<file path="src/rtl/corona_tx.sv">
// corona_tx: streams the 7-bit ASCII keyword "CORONA" over valid/ready, repeated count times per start.
// Ports:
//   clk        system clock, rising edge
//   rst        asynchronous active-low reset
//   start      send request, sampled only in IDLE
//   count      words to send, latched when start is accepted
//   abort      synchronous cancel, honoured outside IDLE/FIN
//   out_data   current character (0 outside character states)
//   out_valid  out_data holds a character
//   out_ready  sink accepts this cycle
//   out_last   marks the final 'A' of each word
//   busy       high while a transfer is in progress
//   done       one-cycle pulse at normal completion
module corona_tx #(
  parameter int CW  = 4,
  parameter int GAP = 2
) (
  input  logic          clk,
  input  logic          rst,
  input  logic          start,
  input  logic [CW-1:0] count,
  input  logic          abort,
  output logic [6:0]    out_data,
  output logic          out_valid,
  input  logic          out_ready,
  output logic          out_last,
  output logic          busy,
  output logic          done
);
  localparam int GW = (GAP > 1) ? $clog2(GAP + 1) : 1;
  typedef enum logic [3:0] {S_IDLE, S_TC, S_TO1, S_TR, S_TO2, S_TN, S_TA, S_GAP, S_FIN} state_t;
  state_t        state, state_d;
  logic [CW-1:0] words, words_d;
  logic [GW-1:0] gap_cnt, gap_d;
  logic          hs;
  always_ff @(posedge clk or negedge rst)
    if (!rst) begin
      state   <= S_IDLE;
      words   <= '0;
      gap_cnt <= '0;
    end else begin
      state   <= state_d;
      words   <= words_d;
      gap_cnt <= gap_d;
    end
  // Outputs decode from the registered state only, so out_ready never reaches an output.
  always_comb begin
    out_valid = state inside {S_TC, S_TO1, S_TR, S_TO2, S_TN, S_TA};
    out_last  = state == S_TA;
    busy      = out_valid || state == S_GAP;
    done      = state == S_FIN;
    case (state)
      S_TC:         out_data = 7'h43;
      S_TO1, S_TO2: out_data = 7'h4F;
      S_TR:         out_data = 7'h52;
      S_TN:         out_data = 7'h4E;
      S_TA:         out_data = 7'h41;
      default:      out_data = 7'h00;
    endcase
  end
  always_comb begin
    state_d = state;
    words_d = words;
    gap_d   = gap_cnt;
    hs      = out_valid && out_ready;
    case (state)
      S_IDLE: if (start) begin
        words_d = count;
        state_d = (count != '0) ? S_TC : S_FIN;
      end
      S_TC:  if (hs) state_d = S_TO1;
      S_TO1: if (hs) state_d = S_TR;
      S_TR:  if (hs) state_d = S_TO2;
      S_TO2: if (hs) state_d = S_TN;
      S_TN:  if (hs) state_d = S_TA;
      S_TA: if (hs) begin
        words_d = words - 1'b1;
        if (words == CW'(1)) state_d = S_FIN;
        else if (GAP == 0) state_d = S_TC;
        else begin
          gap_d   = GW'(GAP);
          state_d = S_GAP;
        end
      end
      S_GAP: begin
        gap_d   = gap_cnt - 1'b1;
        state_d = (gap_cnt == GW'(1)) ? S_TC : S_GAP;
      end
      S_FIN:   state_d = S_IDLE;
      default: state_d = S_IDLE;
    endcase
    // Abort wins over a simultaneous handshake and drops the partial word.
    if (abort && state != S_IDLE && state != S_FIN) begin
      state_d = S_IDLE;
      words_d = '0;
      gap_d   = '0;
    end
  end
endmodule
</file>
<file path="config.mk">
export PLATFORM = sky130hd
export DESIGN_NAME = corona_tx
export DESIGN_NICKNAME = d
export VERILOG_FILES = /design/src/rtl/corona_tx.sv
export SDC_FILE = /design/constraint.sdc
export NUM_CORES = 1
export LEC_CHECK = 0
export CAP_MARGIN = 20
export CORE_ASPECT_RATIO = 0.9
export CORE_MARGIN = 1.5
export CORE_UTILIZATION = 35
export DETAILED_ROUTE_END_ITERATION = 16
export GPL_ROUTABILITY_DRIVEN = 0
export MAX_ROUTING_LAYER = met4
export SKIP_LAST_GASP = 1
export SYNTH_ARGS = -nofsm -noshare
export SYNTH_HDL_FRONTEND = slang
export SYNTH_SLANG_ARGS = --single-unit
</file>
<file path="constraint.sdc">
create_clock -name clk -period 1.64 [get_ports clk]
set_clock_uncertainty 0.05 [all_clocks]
set_input_delay 0.328 -clock clk [delete_from_list [all_inputs] [get_ports clk]]
set_output_delay 0.328 -clock clk [all_outputs]
set_load 0.005 [all_outputs]
</file>
# Yosys cells after proc, flatten, opt, wreduce, memory -nomap -nowiden
# Index checks and enable logic that the tools add are counted.
dict set report word_totals {
  inputBits 9
  output_inout_bits 11
  regBits 10
  elab_cells 59
}
dict set report op_classes {
  add_sub_neg 2
  n_eq_ne 19
  n_reduce_logical 14
  muxes 21
}
# op n
set ops {}
lappend ops {{two-way mux 4 bit} 13}
lappend ops {{one-hot mux 7 bit (5 select lines)} 1}
lappend ops {{one-hot mux 4 bit (8 select lines)} 1}
lappend ops {{!= test 3 x 2 -> 1 bit, second input constant} 6}
lappend ops {{equality test 4 x 3 -> 1 bit, second input constant} 4}
lappend ops {{equality test 4 x 1 -> 1 bit, second input constant} 2}
lappend ops {{equality test 4 x 2 -> 1 bit, second input constant} 2}
lappend ops {{one-hot mux 4 bit (2 select lines)} 1}
lappend ops {{nonzero test 4 bit} 2}
lappend ops {{AND reduction 7 bit} 1}
lappend ops {{two-way mux 2 bit} 3}
lappend ops {{AND reduction 3 bit} 2}
lappend ops {{nonzero test 3 bit} 2}
lappend ops {{nonzero test 6 bit} 1}
lappend ops {{equality test 4 bit, second input constant} 1}
lappend ops {{zero test 4 bit} 1}
lappend ops {{!= test 4 bit, second input constant} 1}
lappend ops {{one-hot mux 2 bit (2 select lines)} 1}
lappend ops {{subtractor 4 x 1 -> 4 bit, second input constant} 1}
lappend ops {{logical AND 1 bit} 3}
lappend ops {{two-way mux 3 bit} 1}
lappend ops {{!= test 3 x 1 -> 1 bit, second input constant} 1}
lappend ops {{!= test 3 bit, second input constant} 1}
lappend ops {{equality test 2 x 1 -> 1 bit, second input constant} 1}
lappend ops {{3 further kinds} 3}

# Depth between registers and ports, before layout
# Gate-level depths: netlist of run 1.
dict set report logic_depth {
  ltp_word 6
  mapped_depth 6
  mapped_depth_nobuf 6
}

# Least setup slack after synthesis of run 1
# No wires, ideal clock.
dict set report synth_path {
  kind {register to output}
  startpoint {register state[1]}
  endpoint {output busy}
  t_arrival_ns 1.216
  slack_ns 0.046
  path_stages_with_launch 6
  path_buffers 2
  required_ns 1.262
  path_cell_list {dfrtp_1 > buf_6 > or2_1 > buf_6 > o21ai_0 > inv_1}
}
dict set report synth_between {
  elab_chain_cells 3
  elab_cells_between_ends 9
  classes_between {eq/ne (7); reduce/logical (2)}
}
# element line_no
set synth_lines {}
lappend synth_lines {{start: declaration} 32} ;# state_t state, state_d;
lappend synth_lines {{start signal: assignment} 42} ;# state <= state_d;
lappend synth_lines {{equality test 4 x 1 -> 1 bit, or another cell as far along} 48} ;# out_valid = state inside {S_TC, S_TO1, S_TR, S_TO2, S_TN, S_TA};
lappend synth_lines {{nonzero test 6 bit} 48}
lappend synth_lines {{logical OR 1 bit (*)} 50} ;# busy = out_valid || state == S_GAP;
lappend synth_lines {{end: declaration} 27} ;# output logic busy,
# Every way passes the cells marked *; elsewhere a longest branch is shown, timed or not.

# Worst setup path after layout of run 1
dict set report layout_path {
  startpoint {register state[2]}
  endpoint {output out_valid}
}
dict set report layout_between {
  elab_chain_cells 2
  elab_cells_between_ends 7
  classes_between {eq/ne (6); reduce/logical (1)}
}
# element line_no
set layout_lines {}
lappend layout_lines {{equality test 4 x 1 -> 1 bit, or another cell as far along} 48}
lappend layout_lines {{nonzero test 6 bit (*)} 48}
lappend layout_lines {{end: declaration} 24} ;# output logic out_valid,
# Marks and branches as above.

==> results.cfg, run 1 <==
[worst_setup_path]
critPathLaunchType = flip-flop
crit_type = flip-flop to output port
path_max_fanout = 3
cp.required_ns = 1.26
cp.arrival_ns = 1.45
endpoint_kind = output port

[clock_network]
cts_sinks = 10
insertion_delay_ns = 0.26
clkTransAtPathRegs_ns = 0.07
cts-root-buf = clkbuf_4
cts_tree = done
htree_levels = 1
numCtsBuffers = 3
cts_hold_buf = 0
cts_buffer_depth = 2

[pwr]
seqPwrFrac = 0.139
p_int_mw = 1.665
vdd.ir_drop.worst_v = 0.0008989
total_power_mw = 2.859
net-switching-power_mw = 1.194
p_leak_nw = 0.8127
power_density_mw_per_mm2 = 1629
combPwrFrac = 0.782
switching_share = 0.4177
p_clk_frac = 0.079

[yosys]
ys_seq_area_frac = 0.2608
synth_top_area_cell = dfrtp_1
syn_area_sq_um = 959.7
synthDistinctLibCells = 47
synth_top_family_by_area = simple AND/OR/NAND/NOR gates
syn_area_per_cell_sq_um = 8.064
synthCells = 119
async_flop_share = 1.000
synthXorXnorAreaFrac = 0
synth_compound_area_frac = 0.2621
ys_dominant_reg_cell = dfrtp_1
synthSimpleGateAreaFrac = 0.2986
synth_edf_count = 0
ys_ff_latch = 10
synth_fa_ha_area_frac = 0.03911
yosysWarnings = 0
synth_top_area_share = 0.2608
synthTopCellsByArea = dfrtp_1, buf_6, nor3_1
synth_nets = 131
muxShareOfSynthArea = 0.01043

[cells_and_area]
drive_gt1_frac = 0.5789
utilization = 0.6935
seq_area_sq_um = 251.5
layout_common_cells = buf_4, buf_6, buf_2
diodes = 0
num-fill-cells = 202
stdcell_count = 218
final_cell_area_sq_mm = 0.001755
final_common_cell = buf_4
nets = 203
syn_to_final_growth_pct = 82.92
multi_input_area_sq_um = 759.5

[timing]
period_needed_ns = 1.823
maxSlewViolCount = 0
rsz0062_at_grt = true
fmax_mhz = 548.5
setup_viol_count_final = 18
period_share = 1.112
setup_slack_ns = -0.1832
final_hold_viol_count = 0

[global_routing]
grt_pass1_wl_microns = 5119
first_global_vias = 1107
grt_overflow = 0
track_usage = 0.2307
antenna_found_initial = 0
grt_max_degree = 11

[floorplan]
die_w_microns = 58.20
ios = 20
die-area_sq_mm = 0.003065
placementRows = 17
core_sq_mm = 0.002531
initial_utilization = 0.3791
die_h_microns = 52.68

[place]
dpl_cell_area_sq_mm = 0.001426
dpl.hpwl_microns = 2237
dp_cells = 199
dpl_worst_slack_ns = -0.3555
port_buffers = 18

[route]
drc = 0
initialDrtViolationCount = 54
drtPass1Iterations = 4
vias = 1215
totalWireLength_microns = 3588
wl_per_cell_microns = 16.46
ant_nets = 0
viasPerCell = 5.573

[status]
failed_checks = setup timing
status = complete, but fails checks

[min_path]
min_path_type = input port to asynchronous set/reset pin

[job]
cap_viol_max_count = 0
## metal layers
metal | GRT usage | part of all wire
met5 | - | 0
met2 | 0.3580 | 0.49
met4 | 0.08915 | 0.0084
met3 | 0.04938 | 0.037
met1 | 0.2942 | 0.46
## cell families (layout without fill, tap and decap cells)
logic type	Yosys count	in the layout
mux	1	1
other cells	1	1
buf+inv	19	90
simple gates	49	49
compound gates	36	36
flops	10	10
fa+ha+maj	3	3
## state kept, by name, indices dropped and copies added (netlist names)
name	flops
gap_cnt	2
state	4
words	4
## cell usage after synthesis (2+ instances only)
master	number
nand3_1	2
dfrtp_1	10
nor3_1	9
buf_2	2
o31ai_1	2
and2_1	2
nor2b_1	2
a31oi_1	3
nand2_1	6
nor3_2	2
ha_1	3
nand3b_1	2
nand2b_1	2
o21ai_0	7
nor3b_1	3
buf_4	2
clkbuf_1	2
inv_1	7
buf_6	5
nand4_1	2
a22o_1	3
a211oi_1	2
a21oi_1	7
nor2_1	9
## worst paths after layout
path	from	to	slack, ns	cells after the start
min in group clk	gap_cnt[0]	gap_cnt[0]	0.45	1
max in group asynchronous	rst	state[0]	0.88	1
worst min register to register	gap_cnt[0]	gap_cnt[0]	0.45	1
worst max register to register	state[3]	state[0]	-0.18	6
worst min-delay path	rst	state[2]	0.32	1
worst max-delay path	state[2]	out_valid	-0.18	6
## power by group through the flow
stage,registers (mW),clock network [mW],logic [mW]
after floorplan,0.377,0,0.868
after global placement,0.407,0,1.61
after detailed placement,0.410,0,1.62
after CTS,0.389,0.230,1.87
after global routing,0.404,0.239,2.37
final,0.398,0.225,2.24
## metrics by stage
| stage | hold slack (ns) | setup TNS (ns) |
|---|---|---|
| finish | 0.3248 | -1.763 |
| global route | 0.3758 | -2.536 |
| CTS | 0.3432 | -1.672 |
| detailed placement | 0.4293 | -3.872 |
| global placement | 0.4182 | -3.610 |
| floorplan | -0.01759 | 0 |
## what timing repair did
action,in CTS,in global routing
endpoints found under the setup margin,20,20
pin swaps,7,11
gates cloned,0,0
gates resized for setup,67,29
endpoints found under the hold margin,0,0
setup buffers,8,7
## worst max-delay path, stage by stage, from the launching register on
cell     delay [ns]
dfrtp_1        0.40
or2_4          0.27
o21ai_2        0.12
buf_4          0.13
buf_6          0.10
a21oi_1        0.03
buf_2          0.13
## cell type report
cell class | count | share of cell area
Inverter | 7 | 0.01497
Clock buffer | 4 | 0.02067
Tap cell | 28 | 0.01996
Timing Repair Buffer | 79 | 0.3685
Sequential cell | 10 | 0.1433
Multi-Input combinational cell | 90 | 0.4326
No activity file was read; power rests on OpenSTA's default activity.
==> run 2: changes to the inputs <==
--- a/config.mk
+++ b/config.mk
@@ -5,6 +5,7 @@
 export SDC_FILE = /design/constraint.sdc
 export NUM_CORES = 1
 export LEC_CHECK = 0
+export ABC_CLOCK_PERIOD_IN_PS = 1640
 export CAP_MARGIN = 20
 export CORE_ASPECT_RATIO = 0.9
 export CORE_MARGIN = 1.5
@@ -12,7 +13,6 @@
 export DETAILED_ROUTE_END_ITERATION = 16
 export GPL_ROUTABILITY_DRIVEN = 0
 export MAX_ROUTING_LAYER = met4
-export SKIP_LAST_GASP = 1
 export SYNTH_ARGS = -nofsm -noshare
 export SYNTH_HDL_FRONTEND = slang
 export SYNTH_SLANG_ARGS = --single-unit
==> run 2 against run 1 <==
Net effect: wire length fell by 3.7%; critical path depth did not move; clock power barely moved; worst hold slack improved by 0.0011 ns; flip-flop and latch count did not move; utilization fell by 0.64 points; design area fell by 0.93%; maximum frequency rose by 0.39%; via count fell by 2.1%; final cell count fell by 1.4%; the flow still finishes with violations (setup timing).
==> results.cfg, run 2 (synthesis gave the netlist of run 1 again) <==
[clock_network]
numCtsBuffers = 3
cts_tree = done
htree_levels = 1
cts-root-buf = clkbuf_4
cts_buffer_depth = 2
clkTransAtPathRegs_ns = 0.07
cts_sinks = 10
insertion_delay_ns = 0.26

[route]
totalWireLength_microns = 3456
ant_nets = 0
vias = 1189
wl_per_cell_microns = 16.07
viasPerCell = 5.530
drc = 0
drtPass1Iterations = 4
initialDrtViolationCount = 47

[timing]
setup_viol_count_final = 18
final_hold_viol_count = 0
maxSlewViolCount = 0
period_needed_ns = 1.816
period_share = 1.107
rsz0062_at_grt = true
setup_slack_ns = -0.1760
fmax_mhz = 550.7

[global_routing]
grt_pass1_wl_microns = 5064
grt_overflow = 0
first_global_vias = 1099
antenna_found_initial = 0
track_usage = 0.2275
grt_max_degree = 11

[cells_and_area]
final_cell_area_sq_mm = 0.001739
top_regs = state x4, words x4, gap_cnt x2
final_common_cell = buf_4
num-fill-cells = 200
drive_gt1_frac = 0.5668
utilization = 0.6871
syn_to_final_growth_pct = 81.23
nets = 200
layout_common_cells = buf_4, buf_6, buf_2
diodes = 0

[floorplan]
initial_utilization = 0.3791
core_sq_mm = 0.002531
ios = 20
placementRows = 17
die_h_microns = 52.68
die-area_sq_mm = 0.003065
die_w_microns = 58.20

[place]
port_buffers = 18
dpl_cell_area_sq_mm = 0.001426
dpl.hpwl_microns = 2237

[worst_setup_path]
endpoint_kind = output port
crit_path_cell_trace = or2_4 > o21ai_2 > buf_4 > buf_6 > a21oi_1 > buf_2
max_stage_delay_ns = 0.40
path_max_fanout = 3
cp.required_ns = 1.26
critPathTopFamily = flip-flops
critPathLaunchType = flip-flop
cp.arrival_ns = 1.44
cp.buffers_inverters = 3
cp_slowest_cell = dfrtp_1
crit_type = flip-flop to output port

[job]
cap_viol_max_count = 0

[min_path]
min_path_type = input port to asynchronous set/reset pin

[status]
failed_checks = setup timing
status = complete, but fails checks

[pwr]
vdd.ir_drop.worst_v = 0.0008322
power_density_mw_per_mm2 = 1624
total_power_mw = 2.824
p_leak_nw = 0.8005
-- run 2: where the power goes --
part / internal, mW / total [mW] / leakage [nW] / switching (mW)
sequential: 0.327 / 0.398 / 0.132 / 0.0714
clock: 0.135 / 0.224 / 0.0210 / 0.0897
combinational: 1.19 / 2.20 / 0.647 / 1.01
total: 1.65 / 2.82 / 0.801 / 1.18
-- run 2: layout make-up --
class                   count  area [sq um]  share of cell area
clock buffers               4         36.28             0.02086
flip-flops and latches     10         251.5              0.1446
well taps                  28         35.03             0.02014
inverters                   7         26.28             0.01511
repair buffers             76         624.3              0.3590
multi-input cells          90         765.7              0.4403
-- run 2: per-layer routing --
layer  track usage  vias up  wire length (microns)
met5             -        -                      0
met4       0.08915        0                     19
met3       0.04938        2                    183
met2        0.3466       40                   1691
met1        0.2942      577                   1561
li1              -      570                      -
-- run 2: path summary, 6_finish.rpt --
path	slack (ns)	startpoint	depth (start not counted)	endpoint
max in group asynchronous	0.88	rst	1	state[0]
worst min-delay path	0.33	rst	1	state[1]
worst max-delay path	-0.18	state[2]	6	out_valid
worst min register to register	0.45	gap_cnt[0]	1	gap_cnt[0]
worst max register to register	-0.11	state[1]	9	words[0]
min in group clk	0.45	gap_cnt[0]	1	gap_cnt[0]
-- run 2: repair_timing --
action / CTS / global route
pin swaps: 7 / 13
resized for setup: 70 / 26
setup endpoints to repair: 20 / 20
hold buffers: 0 / 0
setup buffers: 8 / 4
-- run 2: metrics by stage --
step	instances	hold slack, ns	setup TNS [ns]	setup slack (ns)
5_1_grt	215	0.3758	-2.479	-0.2080
2_1_floorplan	119	-0.01759	0	0.04566
4_1_cts	211	0.3432	-1.579	-0.1893
6_report	215	0.3259	-1.541	-0.1760
3_3_place_gp	199	0.4182	-3.610	-0.3228
3_5_place_dp	199	0.4293	-3.872	-0.3555
==> run 3: changes to the inputs <==
--- a/config.mk
+++ b/config.mk
@@ -11,8 +11,9 @@
 export CORE_MARGIN = 1.5
 export CORE_UTILIZATION = 35
 export DETAILED_ROUTE_END_ITERATION = 16
-export GPL_ROUTABILITY_DRIVEN = 0
 export MAX_ROUTING_LAYER = met4
+export RECOVER_POWER = 100
+export SLEW_MARGIN = 20
 export SYNTH_ARGS = -nofsm -noshare
 export SYNTH_HDL_FRONTEND = slang
 export SYNTH_SLANG_ARGS = --single-unit
==> run 3 against run 2 <==
Net effect: the flow still finishes with violations (setup timing); highest routed layer unchanged; register-to-register slack worse by 0.13 ns; flip-flop and latch count stayed put; count of clock-buffer cells in the layout decreased by 1; global-route usage down 0.49 points; critical endpoint is now state[2]; utilization fell by 1.1 points; critical path type is now flip-flop to flip-flop.
==> results.cfg, run 3 (synthesis gave the netlist of run 1 again) <==
[cells_and_area]
final_common_cell = buf_4
layout_common_cells = buf_4, buf_6, dfrtp_1
syn_to_final_growth_pct = 78.23
diodes = 0
nets = 197
top_regs = state x4, words x4, gap_cnt x2
stdcell_count = 211
drive_gt1_frac = 0.5519
final_cell_area_sq_mm = 0.001710

[timing]
setup_slack_ns = -0.2420
final_hold_viol_count = 0
rsz0062_at_grt = true
maxSlewViolCount = 0
period_needed_ns = 1.882
setup_viol_count_final = 19
fmax_mhz = 531.3
period_share = 1.148

[floorplan]
placementRows = 17
die-area_sq_mm = 0.003065
core_sq_mm = 0.002531
ios = 20
initial_utilization = 0.3791
die_h_microns = 52.68
die_w_microns = 58.20

[worst_setup_path]
path_max_fanout = 6
crit_type = flip-flop to flip-flop
reg2regPathDepth = 7
crit_path_cell_trace = buf_6 > buf_8 > buf_6 > a311o_1 > nor3_4 > nor4_2 > a22o_1
critPathTopFamily = compound AO/OA/AOI/OAI gates
cp.required_ns = 1.75
crit_top_cell = buf_6
regToRegStartpoint = state[1]
max_stage_delay_ns = 0.43
cp.buffers_inverters = 3
cp_slowest_cell = a311o_1
r2r_end = state[2]
critPathLaunchType = flip-flop
endpoint_kind = flip-flop
reg2reg_setup_slack_ns = -0.24
cp.arrival_ns = 2.00

[place]
dp_cells = 187
place_congestion = 0.9445
dpl_cell_area_sq_mm = 0.001361
dpl.hpwl_microns = 2106
port_buffers = 18

[status]
status = complete, but fails checks
failed_checks = setup timing

[route]
viasPerCell = 5.848
vias = 1234
totalWireLength_microns = 3691
ant_nets = 0
initialDrtViolationCount = 46
wl_per_cell_microns = 17.49
drc = 0
drtPass1Iterations = 4

[job]
cap_viol_max_count = 0

[clock_network]
clkTransAtPathRegs_ns = 0.07
numCtsBuffers = 3
cts_sinks = 10
cts_hold_buf = 0
insertion_delay_ns = 0.27
cts_buffer_depth = 2
htree_levels = 1
cts_tree = done
cts-root-buf = clkbuf_4

[global_routing]
grt_pass1_wl_microns = 5043
first_global_vias = 1136
track_usage = 0.2226
grt_max_degree = 18
antenna_found_initial = 0
grt_overflow = 0

[pwr]
power_density_mw_per_mm2 = 1647
vdd.ir_drop.worst_v = 0.001027
p_leak_nw = 0.7821
total_power_mw = 2.817

[min_path]
min_path_type = input port to asynchronous set/reset pin
run 3: cell types whose count changed in the layout (fill, tap and decap cells not counted), moves of 2 or more:
| cell | change |
|---|---|
| buf_4 | -5 |
| nor2_2 | -3 |
| and2_1 | -2 |
| nor2_1 | +3 |
| nor3_2 | +2 |
| buf_8 | +2 |
| o21ai_1 | +2 |
| and2_4 | +2 |
| buf_2 | -2 |
run 3: through the flow:
stage	setup TNS, ns	worst slack (ns)	hold WS [ns]	util
final	-2.526	-0.2420	0.3998	0.6757
after global routing	-3.515	-0.2861	0.4461	0.6757
after CTS	-2.375	-0.2122	0.3516	0.6095
after detailed placement	-3.874	-0.3036	0.4364	0.5378
after global placement	-3.666	-0.3083	0.4182	0.5378
after floorplan	0	0.04566	-0.01759	-
run 3: repair_timing:
action,in CTS,in global routing
endpoints found under the setup margin,18,20
gates resized for setup,69,28
pin swaps,11,14
setup buffers,12,11
run 3: area by class of cell:
cell class                      instances  area, sq um
Multi-Input combinational cell         90        738.2
Clock buffer                            3        22.52
Sequential cell                        10        250.2
Inverter                                7        26.28
Fill cell                             190        820.8
Timing Repair Buffer                   73        638.1
Tap cell                               28        35.03
run 3: worst max-delay path by stage:
| stage | startpoint | endpoint | cells after the start |
|---|---|---|---|
| floorplan | state[1] | busy | 5 |
| global placement | abort | state[0] | 5 |
| CTS | state[2] | state[2] | 7 |
| detailed placement | abort | words[0] | 5 |
| global route | state[1] | state[2] | 7 |
| finish | state[1] | state[2] | 7 |
run 3: routing by layer:
metal  share of wire  vias to the layer above  track usage
met5               0                        -            -
li1                -                      568            -
met4           0.040                        0      0.06202
met3           0.064                       10      0.04444
met2            0.49                       60       0.3769
met1            0.41                      596       0.2699
run 3: power breakdown:
part | switching, mW | internal (mW) | total (mW)
Clock | 0.0932 | 0.0850 | 0.178
Sequential | 0.0641 | 0.325 | 0.389
Combinational | 1.03 | 1.22 | 2.25
Total | 1.19 | 1.63 | 2.82
run 3: worst reg2reg max path: cells and delay by family (launching register included):
kind,cells,cell delay (ns)
AND/OR/NAND/NOR,2,0.33
buffers and inverters,3,0.39
flip-flops,1,0.39
AO/OA/AOI/OAI,2,0.62
==> RTL change: new RTL, config.mk and constraints of run 2 <==
Set the parameter `CW` to 3 (it was 4).
--- a/src/rtl/corona_tx.sv
+++ b/src/rtl/corona_tx.sv
@@ -12,7 +12,7 @@
 //   busy       high while a transfer is in progress
 //   done       one-cycle pulse at normal completion
 module corona_tx #(
-  parameter int CW  = 4,
+  parameter int CW  = 3,
   parameter int GAP = 2
 ) (
   input  logic          clk,
Ports: changed (resized count); port bits go from 20 to 19. No check against the original RTL was run, so the function may have changed too.
==> RTL change against run 2 <==
  * The flow still finishes with violations (setup timing)
  * Critical path depth stayed put
  * Maximum frequency is 4.0% lower
  * Sequential cell count is 1 lower
  * Synthesized cell count is 13% lower
  * Area after synthesis is 15% lower
  * Via count is 23% lower
  * Worst setup slack worse by 75 ps
  * Cell area is 23% lower
  * Global-route usage is 1.8 points lower
  * Die area is 14% lower
  * Power is 24% lower
  * Wire length is 26% lower
  * Worst hold slack worse by 18 ps
  * Largest cell class unchanged
  * Highest routed layer unchanged
==> RTL change: results <==
[synthesis]
seq_area_frac_synth_pct = 27.61
synth_fa_ha_area_share_pct = 4.601
synthTopCellsByArea = "dfrtp_1 (28%), a21oi_1 (5.5%), ha_1 (4.6%)"
synth_top_cells_by_count = "a21oi_1 (9), dfrtp_1 (9), nor2_1 (9)"
synthMuxAreaShare_pct = 1.227
syn_nets = 114
synth_compound_area_share_pct = 22.85

[global_route]
grt_pass1_vias = 850
grt_pass1_wl_um = 3912
met2_usage_pct = 32.93
grt_max_degree = 12

[worst_setup_path]
crit_path_end_kind = "flop"
ff2ff_path_depth = 6
timing.rr.end = "state[0]"
critPathMaxFanout = 6

[finish]
top_regs = "state: 4 flops, words: 3 flops, gap_cnt: 2 flops"
layout-drive-gt1-share_pct = 47.18
finalNonFillerCells = 169

[power]
ir_drop_uv = 888.8
pg_clk_uw = 183

[detailed_routing]
avgViaCountPerCell = 5.402

[timing]
whs_ps = 308.3
setup_viol = 16
setup_slack_ps = -251.1

[outcome]
status = "finished with violations"
violations = "setup timing"
-- RTL change: changes by cell type after synthesis, moves of 3 or more --
| cell | change |
|---|---|
| nor4b_1 | +3 |
| inv_1 | -3 |
| a22o_1 | -3 |
| buf_6 | -3 |
-- RTL change: repair_timing --
| action | CTS | global route |
|---|---|---|
| pin swaps | 14 | 4 |
| endpoints found under the setup margin | 15 | 17 |
| resized for setup | 73 | 6 |
| buffers inserted | 7 | 1 |
-- RTL change: critical path: stages, from the launching register on --
cell	delay, ps
dfrtp_2	450
buf_6	130
buf_6	120
a21o_1	170
a2111oi_4	440
a2111oi_2	60
or3_1	350
-- RTL change: cell type report --
cell class	instances	area, µm²	share of cell area [%]
tap	27	33.78	2.521
multi-input combinational	79	648.1	48.37
clock buffer	4	26.28	1.961
timing repair buffer	46	387.9	28.94
sequential	9	229.0	17.09
inverter	4	15.01	1.120
